File: config.mk
export PLATFORM = sky130hd
export DESIGN_NAME = ctrl_seq_fsm_flat
export DESIGN_NICKNAME = d
export VERILOG_FILES = /design/src/rtl/ctrl_seq_fsm_if.sv /design/src/rtl/ctrl_seq_fsm.sv /design/src/flat_wrapper.sv
export SDC_FILE = /design/constraint.sdc
export NUM_CORES = 1
export LEC_CHECK = 0
export BUFFER_PORTS_ARGS = -buffer_cell sky130_fd_sc_hd__buf_2
export CAP_MARGIN = 20
export CORE_MARGIN = 1
export CORE_UTILIZATION = 37
export DETAILED_ROUTE_END_ITERATION = 6
export PLACE_DENSITY = 0.59
export SLEW_MARGIN = 20
export SYNTH_ARGS = -nofsm -noshare
export SYNTH_HDL_FRONTEND = slang
export SYNTH_SLANG_ARGS = --single-unit
File: constraint.sdc
create_clock -name clk -period 1.75 [get_ports clk]
set_input_delay 0.175 -clock clk [delete_from_list [all_inputs] [get_ports clk]]
set_output_delay 0.175 -clock clk [all_outputs]
set_load 0.1 [all_outputs]
File: src/rtl/ctrl_seq_fsm_if.sv
// Sequencer <-> IR/memory/datapath bundle. master = sequencer side, slave = datapath side.
interface ctrl_seq_fsm_if #(
  parameter int OP_W  = 4,
  parameter int ALU_W = 4
);
  logic             run;
  logic [OP_W-1:0]  opcode;
  logic             mem_ready;
  logic [ALU_W-1:0] alu_op;
  logic             pc_load;
  logic             ir_load;
  logic             mem_read;
  logic             mem_write;
  logic             reg_write;
  logic             busy;
  logic             instr_done;
  logic             fault;

  modport master (
    input  run, opcode, mem_ready,
    output alu_op, pc_load, ir_load, mem_read, mem_write, reg_write, busy, instr_done, fault
  );

  modport slave (
    output run, opcode, mem_ready,
    input  alu_op, pc_load, ir_load, mem_read, mem_write, reg_write, busy, instr_done, fault
  );
endinterface

File: src/rtl/ctrl_seq_fsm.sv
// Multi-cycle instruction sequencer: fetch, latch, decode, exec/mem, writeback, retire,
// with a sticky fault when memory stays unready for WAIT_MAX consecutive samples.
module ctrl_seq_fsm #(
  parameter int               OP_W     = 4,
  parameter int               ALU_W    = 4,
  parameter logic [ALU_W-1:0] ALU_PASS = ALU_W'(4'b0110),
  parameter int               WAIT_MAX = 15
) (
  input  logic           clk,
  input  logic           rst_n,
  ctrl_seq_fsm_if.master bus
);

  localparam int               CNT_W     = (WAIT_MAX > 0) ? $clog2(WAIT_MAX + 1) : 1;
  localparam bit               TO_EN     = (WAIT_MAX > 0);
  localparam logic [CNT_W-1:0] WAIT_LAST = (WAIT_MAX > 0) ? CNT_W'(WAIT_MAX - 1) : '0;
  localparam logic [OP_W-1:0]  OP_LOAD   = '0;
  localparam logic [OP_W-1:0]  OP_STORE  = '1;

  typedef enum logic [3:0] {
    S_IDLE, S_FETCH, S_LATCH, S_DECODE, S_EXEC, S_MEM, S_WB, S_RETIRE, S_FAULT
  } state_t;

  state_t           state, state_nxt;
  logic [OP_W-1:0]  op_q;
  logic [CNT_W-1:0] wait_cnt, wait_nxt;
  logic             is_store;
  logic             timed_out;
  logic [CNT_W-1:0] wait_inc;

  logic [ALU_W-1:0] alu_op;
  logic             pc_load, ir_load, mem_read, mem_write, reg_write, busy, instr_done, fault;

  assign is_store  = (op_q == OP_STORE);
  // This low sample is the WAIT_MAX-th in a row: give up instead of counting further.
  assign timed_out = TO_EN && !bus.mem_ready && (wait_cnt == WAIT_LAST);
  assign wait_inc  = (wait_cnt == '1) ? wait_cnt : wait_cnt + 1'b1;

  always_ff @(posedge clk or negedge rst_n) begin
    if (!rst_n) begin
      state    <= S_IDLE;
      op_q     <= '0;
      wait_cnt <= '0;
    end else begin
      state    <= state_nxt;
      wait_cnt <= wait_nxt;
      if (state == S_DECODE) op_q <= bus.opcode;
    end
  end

  // wait_nxt defaults to 0, so the counter is clear on every entry to FETCH/MEM.
  always_comb begin
    state_nxt  = state;
    wait_nxt   = '0;
    alu_op     = '0;
    pc_load    = 1'b0;
    ir_load    = 1'b0;
    mem_read   = 1'b0;
    mem_write  = 1'b0;
    reg_write  = 1'b0;
    busy       = 1'b0;
    instr_done = 1'b0;
    fault      = 1'b0;
    case (state)
      S_IDLE: begin
        if (bus.run) state_nxt = S_FETCH;
      end
      S_FETCH: begin
        busy     = 1'b1;
        mem_read = 1'b1;
        if (bus.mem_ready) state_nxt = S_LATCH;
        else if (timed_out) state_nxt = S_FAULT;
        else wait_nxt = wait_inc;
      end
      S_LATCH: begin
        busy      = 1'b1;
        ir_load   = 1'b1;
        state_nxt = S_DECODE;
      end
      S_DECODE: begin
        busy      = 1'b1;
        state_nxt = (bus.opcode == OP_LOAD || bus.opcode == OP_STORE) ? S_MEM : S_EXEC;
      end
      S_EXEC: begin
        busy      = 1'b1;
        alu_op    = op_q[ALU_W-1:0];
        state_nxt = S_WB;
      end
      S_MEM: begin
        busy      = 1'b1;
        alu_op    = ALU_PASS;
        mem_write = is_store;
        mem_read  = !is_store;
        if (bus.mem_ready) state_nxt = is_store ? S_RETIRE : S_WB;
        else if (timed_out) state_nxt = S_FAULT;
        else wait_nxt = wait_inc;
      end
      S_WB: begin
        busy      = 1'b1;
        reg_write = 1'b1;
        state_nxt = S_RETIRE;
      end
      S_RETIRE: begin
        busy       = 1'b1;
        pc_load    = 1'b1;
        instr_done = 1'b1;
        state_nxt  = bus.run ? S_FETCH : S_IDLE;
      end
      S_FAULT: begin
        fault = 1'b1;
      end
      default: begin
        state_nxt = S_IDLE;
      end
    endcase
  end

  assign bus.alu_op     = alu_op;
  assign bus.pc_load    = pc_load;
  assign bus.ir_load    = ir_load;
  assign bus.mem_read   = mem_read;
  assign bus.mem_write  = mem_write;
  assign bus.reg_write  = reg_write;
  assign bus.busy       = busy;
  assign bus.instr_done = instr_done;
  assign bus.fault      = fault;

endmodule
File: src/flat_wrapper.sv
// flat-port wrapper written by rule: the top's interface ports become plain ports
module ctrl_seq_fsm_flat 
#(
  parameter int               OP_W     = 4,
  parameter int               ALU_W    = 4,
  parameter logic [ALU_W-1:0] ALU_PASS = ALU_W'(4'b0110),
  parameter int               WAIT_MAX = 15
)
  (clk, rst_n, bus_run, bus_opcode, bus_mem_ready, bus_alu_op, bus_pc_load, bus_ir_load, bus_mem_read, bus_mem_write, bus_reg_write, bus_busy, bus_instr_done, bus_fault);
  ctrl_seq_fsm_if #(.OP_W(OP_W), .ALU_W(ALU_W)) bus_i ();
  input  logic clk;
  input  logic rst_n;
  input wire logic [$bits(bus_i.run)-1:0] bus_run;
  input wire logic [$bits(bus_i.opcode)-1:0] bus_opcode;
  input wire logic [$bits(bus_i.mem_ready)-1:0] bus_mem_ready;
  output wire logic [$bits(bus_i.alu_op)-1:0] bus_alu_op;
  output wire logic [$bits(bus_i.pc_load)-1:0] bus_pc_load;
  output wire logic [$bits(bus_i.ir_load)-1:0] bus_ir_load;
  output wire logic [$bits(bus_i.mem_read)-1:0] bus_mem_read;
  output wire logic [$bits(bus_i.mem_write)-1:0] bus_mem_write;
  output wire logic [$bits(bus_i.reg_write)-1:0] bus_reg_write;
  output wire logic [$bits(bus_i.busy)-1:0] bus_busy;
  output wire logic [$bits(bus_i.instr_done)-1:0] bus_instr_done;
  output wire logic [$bits(bus_i.fault)-1:0] bus_fault;
  assign bus_i.run = bus_run;
  assign bus_i.opcode = bus_opcode;
  assign bus_i.mem_ready = bus_mem_ready;
  assign bus_alu_op = bus_i.alu_op;
  assign bus_pc_load = bus_i.pc_load;
  assign bus_ir_load = bus_i.ir_load;
  assign bus_mem_read = bus_i.mem_read;
  assign bus_mem_write = bus_i.mem_write;
  assign bus_reg_write = bus_i.reg_write;
  assign bus_busy = bus_i.busy;
  assign bus_instr_done = bus_i.instr_done;
  assign bus_fault = bus_i.fault;
  ctrl_seq_fsm #(.OP_W(OP_W), .ALU_W(ALU_W), .ALU_PASS(ALU_PASS), .WAIT_MAX(WAIT_MAX)) u_core (.clk(clk), .rst_n(rst_n), .bus(bus_i));
endmodule
==> flow_summary.yaml <==
setup_path:
  slowest_stage: "dfrtp_2"
  cp_data_required_time_ps: 1570
  cp_top_family: "flip-flops"
  arrival_ps: 1500
  worstSetupPathType: "reg -> out"
  slowest_delay_ps: 450
  critPathMaxFanout: 7
  crit_chain: "and2b_2 -> nor2b_2 -> o21a_2 -> buf_12"
  start_kind: "register"
  end_kind: "output port"
  crit_buf_inv: 1
clocking:
  insertion_delay_ps: 280
  clockBufferDepth: 2
  path_clk_slew_ps: 80
  cts_setup_buffers: 0
  cts_inserted_buffers: 3
  ctsHtreeMaxLevel: 1
  cts_tree: "built"
  cts_sinks: 12
  root_buffer: "clkbuf_4"
floorplan:
  ios: 20
  start_util: 0.416
  rows: 15
  die_x_um: 47.2
  dieArea_um2: 2230
  core_region_area_um2: 1820
  die_height_um: 47.2
global_routing:
  antenna_found_initial: 0
  grt-ovfl-total: 0
  grt_max_degree: 13
  grt_pass1_wl_um: 2750
  grt_pass1_vias: 613
  grt_usage: 0.180
sta:
  fin_crit_sh: 0.956
  finalHoldViolCount: 0
  period_needed_ps: 1670
  setup_violations: 0
  fin_skew_ps: 4.52
  slew_violations: 0
  relSlewSlack: 0.680
  fmax_mhz: 597
  tightest_slew_ps: 483
place:
  dp_cells: 120
  hpwlAfterDp_um: 1310
  io_buffers: 19
  gp_congestion: 0.763
detailed_routing:
  wl_um: 1690
  viasPerCell: 5.42
  dr.pass1.iters: 4
  vias: 678
  first_iter_violations: 6
  detail_route.wl_per_cell_um: 13.5
  drtAntennaViolNets: 0
  drc_errors: 0
job:
  maxCapViolations: 0
final_layout:
  antennaDiodeCount: 0
  final_layout_size_suffix_gt1_frac: 0.500
  layout_commonest_cell: "buf_12"
  multi_input_area_um2: 479
  n_fill_cell: 172
  final_cell_mix: "10 x buf_12, 9 x buf_2, 8 x dfrtp_1"
  syn_to_final_growth_pct: 46.8
  final_nets: 111
  fin_cells: 125
  regArea_um2: 305
synthesis:
  postSynthAreaPerCell_um2: 9.58
  syn_inst: 79
  ys_types: 33
  synth_ff_type: "dfrtp_1"
  syn-num-nets: 89
  ys_seq_area_frac: 0.397
  yosysWarnings: 0
  synthArstFlopShare: 1.00
  synth.cell_area_um2: 757
  synth-edff-count: 0
  ys_ff_latch: 12
min_path:
  worst_hold_path_type: "in -> reg"
outcome:
  run_status: "finished clean"
-- metrics by stage --
stage	setup TNS [ps]	setup WS (ps)	hold WS, ps	util	cell area [um^2]
after global placement	0	262	70.4	0.573	1040
after CTS	0	6.24	137	0.604	1100
final	0	76.2	142	0.610	1110
after floorplan	-196	-185	-121	-	787
after global routing	-1.05	-1.05	159	0.610	1110
after detailed placement	0	262	74.0	0.573	1040
-- layout make-up --
| cell class | count | area share |
|---|---|---|
| sequential | 12 | 0.275 |
| inverter | 1 | 0.00338 |
| timing repair buffer | 20 | 0.230 |
| multi-input combinational | 63 | 0.431 |
| tap | 25 | 0.0282 |
| clock buffer | 4 | 0.0327 |
-- sequential cells by signal (all words and copies together) (netlist names) --
| signal | count |
|---|---|
| u_core.op_q | 4 |
| u_core.state | 4 |
| u_core.wait_cnt | 4 |
-- routing by layer --
metal  global-route usage  vias up  routed length (um)
met3               0.0385        2                  85
met5                    0        -                   0
met1                0.235      326                 757
met4               0.0857        0                  10
met2                0.282       19                 833
li1                     -      331                   -
-- path summary, 6_finish.rpt --
check,start,end,slack [ps],cells past startpoint
worst max-delay path,u_core.state[3],bus_alu_op[1],80,4
worst min-delay path,bus_mem_ready,u_core.wait_cnt[3],140,2
worst max register to register,u_core.wait_cnt[0],u_core.state[0],270,5
worst min register to register,u_core.state[3],u_core.state[1],520,1
max in group asynchronous,rst_n,u_core.state[0],1210,2
min in group asynchronous,rst_n,u_core.state[2],300,2
-- timing repair --
item | in CTS | in global routing
endpoints found under the setup margin | 4 | 4
hold buffers | 1 | 0
gates resized for setup | 5 | 4
hold endpoints to repair | 12 | 0
-- synth_stat cells (2+ instances only) --
cell type,n,area [um^2]
a211oi_1,3,22.5
a21oi_1,3,15.0
and2_1,2,12.5
and3_1,4,25.0
and3b_1,2,17.5
buf_4,2,15.0
dfrtp_1,12,300
ha_1,2,25.0
mux2_2,4,45.0
mux2i_1,2,20.0
nand2_1,2,7.51
nand3_1,4,20.0
nor2_1,9,33.8
nor2b_1,3,18.8
nor3_1,4,20.0
o21a_1,3,22.5
o21ai_0,2,10.0
-- cells by family (layout without fill, tap and decap cells) --
logic type / count (synthesis) / count (layout) / share of synthesized area
DFF: 12 / 12 / 0.397
buffers and inverters: 4 / 25 / 0.0314
AOI/OAI and AO/OA: 16 / 16 / 0.141
muxes: 6 / 6 / 0.0859
and+or+nand+nor: 39 / 39 / 0.312
adders and majority gates: 2 / 2 / 0.0331
Power is left out: the tool's default activity adds up to more than one toggle a clock period on the data nets, which glitch-free logic cannot reach.
